### config.mk
export PLATFORM = sky130hd
export DESIGN_NAME = alu
export DESIGN_NICKNAME = d
export VERILOG_FILES = /design/src/rtl/alu_pkg.sv /design/src/rtl/alu_shifter.sv /design/src/rtl/alu.sv
export SDC_FILE = /design/constraint.sdc
export NUM_CORES = 2
export LEC_CHECK = 0
export ABC_AREA = 1
export CAP_MARGIN = 20
export CORE_ASPECT_RATIO = 0.5
export CORE_MARGIN = 3
export CORE_UTILIZATION = 30
export DETAILED_ROUTE_END_ITERATION = 16
export SLEW_MARGIN = 20
export SYNTH_ARGS = -nofsm -noshare
export SYNTH_HDL_FRONTEND = slang
export SYNTH_SLANG_ARGS = --single-unit
### constraint.sdc
create_clock -name CLK -period 1 [get_ports CLK]
set_input_delay 0.25 -clock CLK [delete_from_list [all_inputs] [get_ports CLK]]
set_output_delay 0.25 -clock CLK [all_outputs]
set_load 0.1 [all_outputs]
### src/rtl/alu_pkg.sv
// Shared widths, opcode map and shifter direction type for the datapath ALU.
package alu_pkg;

  localparam int DATA_W  = 32;
  localparam int OPRN_W  = 6;
  localparam int SHAMT_W = $clog2(DATA_W);

  localparam logic [OPRN_W-1:0] OP_ADD = 6'h01;
  localparam logic [OPRN_W-1:0] OP_SUB = 6'h02;
  localparam logic [OPRN_W-1:0] OP_MUL = 6'h03;
  localparam logic [OPRN_W-1:0] OP_SRL = 6'h04;
  localparam logic [OPRN_W-1:0] OP_SLL = 6'h05;
  localparam logic [OPRN_W-1:0] OP_AND = 6'h06;
  localparam logic [OPRN_W-1:0] OP_OR  = 6'h07;
  localparam logic [OPRN_W-1:0] OP_NOR = 6'h08;
  localparam logic [OPRN_W-1:0] OP_SLT = 6'h09;

  typedef enum logic {
    SHIFT_RIGHT = 1'b0,
    SHIFT_LEFT  = 1'b1
  } shift_dir_t;

endpackage

### src/rtl/alu_shifter.sv
// Logarithmic barrel shifter, zero fill, result forced to 0 once the amount reaches DATA_W.
module alu_shifter
  import alu_pkg::*;
(
  input  logic [DATA_W-1:0] data,
  input  logic [DATA_W-1:0] amount,
  input  shift_dir_t        dir,
  output logic [DATA_W-1:0] result
);

  logic              saturate;
  logic [DATA_W-1:0] stage;

  // Any set bit above the low SHAMT_W bits means the amount is >= DATA_W.
  assign saturate = |amount[DATA_W-1:SHAMT_W];

  // NOTE: combinational blocks use blocking assignments so each stage sees the
  // previous stage's value within the same evaluation; every output gets a default first.
  always_comb begin
    stage = data;
    for (int i = 0; i < SHAMT_W; i++) begin
      if (amount[i]) begin
        if (dir == SHIFT_LEFT) stage = stage << (1 << i);
        else                   stage = stage >> (1 << i);
      end
    end
    result = saturate ? '0 : stage;
  end

endmodule

### src/rtl/alu.sv
// Single-cycle 32-bit ALU with registered result and zero flag (one-cycle latency).
module alu
  import alu_pkg::*;
(
  input  logic              CLK,
  input  logic              RST,
  input  logic [DATA_W-1:0] OP1,
  input  logic [DATA_W-1:0] OP2,
  input  logic [OPRN_W-1:0] OPRN,
  output logic [DATA_W-1:0] OUT,
  output logic              ZERO
);

  logic              sub_mode;
  logic [DATA_W-1:0] addend;
  logic [DATA_W-1:0] sum;
  logic [DATA_W-1:0] product;
  logic [DATA_W-1:0] shifted;
  logic              less;
  shift_dir_t        shift_dir;
  logic [DATA_W-1:0] next_out;
  logic              next_zero;

  // One adder serves add and sub: subtract is OP1 + ~OP2 + 1.
  assign sub_mode = (OPRN == OP_SUB);
  assign addend   = sub_mode ? ~OP2 : OP2;
  assign sum      = OP1 + addend + {{(DATA_W-1){1'b0}}, sub_mode};

  // Assignment width keeps only the low DATA_W bits of the product.
  assign product  = OP1 * OP2;

  assign less      = (OP1 < OP2);
  assign shift_dir = (OPRN == OP_SLL) ? SHIFT_LEFT : SHIFT_RIGHT;

  alu_shifter u_shifter (
    .data   (OP1),
    .amount (OP2),
    .dir    (shift_dir),
    .result (shifted)
  );

  always_comb begin
    next_out = '0;
    case (OPRN)
      OP_ADD, OP_SUB: next_out = sum;
      OP_MUL:         next_out = product;
      OP_SRL, OP_SLL: next_out = shifted;
      OP_AND:         next_out = OP1 & OP2;
      OP_OR:          next_out = OP1 | OP2;
      OP_NOR:         next_out = ~(OP1 | OP2);
      OP_SLT:         next_out = {{(DATA_W-1){1'b0}}, less};
      default:        next_out = '0;
    endcase
    next_zero = (next_out == '0);
  end

  // NOTE: state registers use non-blocking assignments, and the reset branch
  // gives every register a defined value (ZERO resets to 1 to agree with OUT=0).
  always_ff @(posedge CLK or posedge RST) begin
    if (RST) begin
      OUT  <= '0;
      ZERO <= 1'b1;
    end else begin
      OUT  <= next_out;
      ZERO <= next_zero;
    end
  end

endmodule

==> results_dict.tcl <==
set metrics [dict create \
    cts-root-buf "clkbuf_16" \
    die_h_um 214 \
    port_buffers 104 \
    yosys_register_bits 33 \
    std_cell_rows 75 \
    yosysTopAreaCellShare_pct 31.6 \
    ys_warn_count 0 \
    max_stage_delay_ns 0.62 \
    initial_core_util_pct 30.6 \
    hp-class "in2async" \
    critPathKind "in2reg" \
    synth_common_cells "nand2_1, inv_1, fa_1, nand3_1, ha_1" \
    dpl_worst_slack_ns -7.50 \
    relSlewSlack_pct 61.5 \
    violations "negative setup slack" \
    detail_route.wirelength_um 129000 \
    grt_max_degree 38 \
    fin_crit_ns 7.08 \
    area_growth_pct 53.3 \
    route.vias.total 29638 \
    grt_pass1_vias 29470 \
    path_clk_slew_ns 0.07 \
    syn_area_per_cell_um2 6.75 \
    core_region_area_um2 84600 \
    rsz0062_at_grt "true" \
    worst_slack_ns -6.08 \
    vias_per_cell 5.04 \
    ant_nets 0 \
    clockBufferDepth 2 \
    first_pass_iters 6 \
    postCtsHoldBufs 0 \
    status "finished with violations" \
    maxCapViolCount 0 \
    synth_area_um2 25900 \
    critPathCaptureType "flop" \
    synth_top_area_cell "fa_1" \
    critPathArrivalTime_ns 7.32 \
    numCtsBuffers 5 \
    dp_hpwl_um 103000 \
    drc 0 \
    finish.net_count 5458 \
    htreeDepth 2 \
    fin_crit_sh_pct 708 \
    tightest_slew_ns 0.575 \
    synth_cell_types 60 \
    crit_slowest_cell "fa_2" \
    cts_tree "built" \
    ys.flop_type "dfrtp_1" \
    cp-start-kind "input pin" \
    drt_iter0_markers 3047 \
    synth.net_count 4564 \
    grt_pass1_wl_um 184000 \
    yosysMostFrequentCell "nand2_1" \
    setup_viol 66 \
    synthCells 3834 \
    crit_required_ns 1.23 \
    wl_per_cell_um 21.9 \
    drv_slew 0 \
    nFillCells 8196 \
    io_pins 105 \
    numClockSinks 33 \
    final_layout_size_suffix_gt1_share_pct 35.2 \
    track_usage_pct 27.1 \
    path_max_fanout 7 \
    synth_edf_count 0 \
    fmax_mhz 141 \
    gp_congestion 1.04 \
    ys_top_cells_by_area "fa_1, nand2_1, inv_1" \
    synthArstFlopShare_pct 100 \
    die_w_um 421 \
    hold_viol_final 0 \
    yosysSeqAreaShare_pct 3.20 \
    antenna_found_initial 5 \
    dieArea_um2 90000 \
    grt-ovfl-total 0 \
]
[cells in the final DEF (no fill, tap or decap), types with 61 or more instances in the layout]
cell type,count
ha_4,61
nor2_1,130
inv_2,111
ha_1,183
nand2_2,87
nand3_1,262
buf_6,130
nand2_1,979
fa_2,87
a21oi_1,95
fa_1,322
buf_4,747
buf_12,110
inv_1,775
[area by class of cell]
class | count | area (um2) | area share [%]
multi-input cells | 2730 | 23500 | 59.2
repair buffers | 1064 | 10400 | 26.1
inverters | 894 | 3370 | 8.49
well taps | 1155 | 1450 | 3.64
flip-flops and latches | 33 | 867 | 2.19
clock buffers | 7 | 143 | 0.360
diodes | 2 | 5.00 | 0.0126
[what timing repair did]
item | in CTS | in global routing
pin swaps | 224 | 252
gates resized for setup | 627 | 487
endpoints found under the setup margin | 66 | 66
buffers inserted | 108 | 86
gates cloned | 7 | 5
[critical path, delay by kind of cell]
kind	cells	cell delay, ns
simple gates	13	1.58
buf+inv	10	0.85
compound gates	3	0.36
fa+ha+maj	9	4.24
[flip-flops by register name, indices dropped and copies added (netlist names)]
register / count
OUT: 32
ZERO: 1
[how the worst max path moves through the flow]
stage             from    to  slack [ns]
2_1_floorplan   OP2[2]  ZERO       -5.57
3_3_place_gp   OP1[10]  ZERO       -7.47
3_5_place_dp   OP1[10]  ZERO       -7.50
4_1_cts        OP1[20]  ZERO       -5.99
5_1_grt         OP2[8]  ZERO       -6.18
6_report        OP2[8]  ZERO       -6.08
[cells by family (layout without fill, tap and decap cells)]
| logic type | count (synthesis) | after routing | share of synthesized area (%) |
|---|---|---|---|
| flip-flops | 33 | 33 | 3.20 |
| XOR/XNOR | 59 | 59 | 2.00 |
| AO/OA/AOI/OAI | 335 | 335 | 7.65 |
| other | 0 | 2 | 0 |
| buffers and inverters | 1072 | 1965 | 16.2 |
| adder cells (fa/ha/maj) | 658 | 658 | 43.7 |
| AND/OR/NAND/NOR | 1677 | 1678 | 27.3 |
[routing by layer]
metal / vias up / GRT usage, % / wire (um)
met5: - / 0 / 0
met3: 305 / 3.79 / 11900
met4: 0 / 10.3 / 6560
li1: 13374 / - / -
met2: 1474 / 43.5 / 56400
met1: 14485 / 37.2 / 53700
[metrics by stage]
stage | instances | util (%) | area (um2) | hold slack [ns] | TNS (ns)
detailed placement | 5701 | 41.1 | 34800 | 0.617 | -188.36
CTS | 5812 | 44.4 | 37500 | 0.315 | -159.74
global placement | 5701 | 41.1 | 34800 | 0.624 | -187.67
finish | 5885 | 46.9 | 39700 | 0.314 | -158.84
floorplan | 3834 | - | 26500 | 0.377 | -137.34
global route | 5884 | 46.9 | 39700 | 0.343 | -162.82
Power is left out: the tool's default activity adds up to more than one toggle a clock period on the data nets, which glitch-free logic cannot reach.
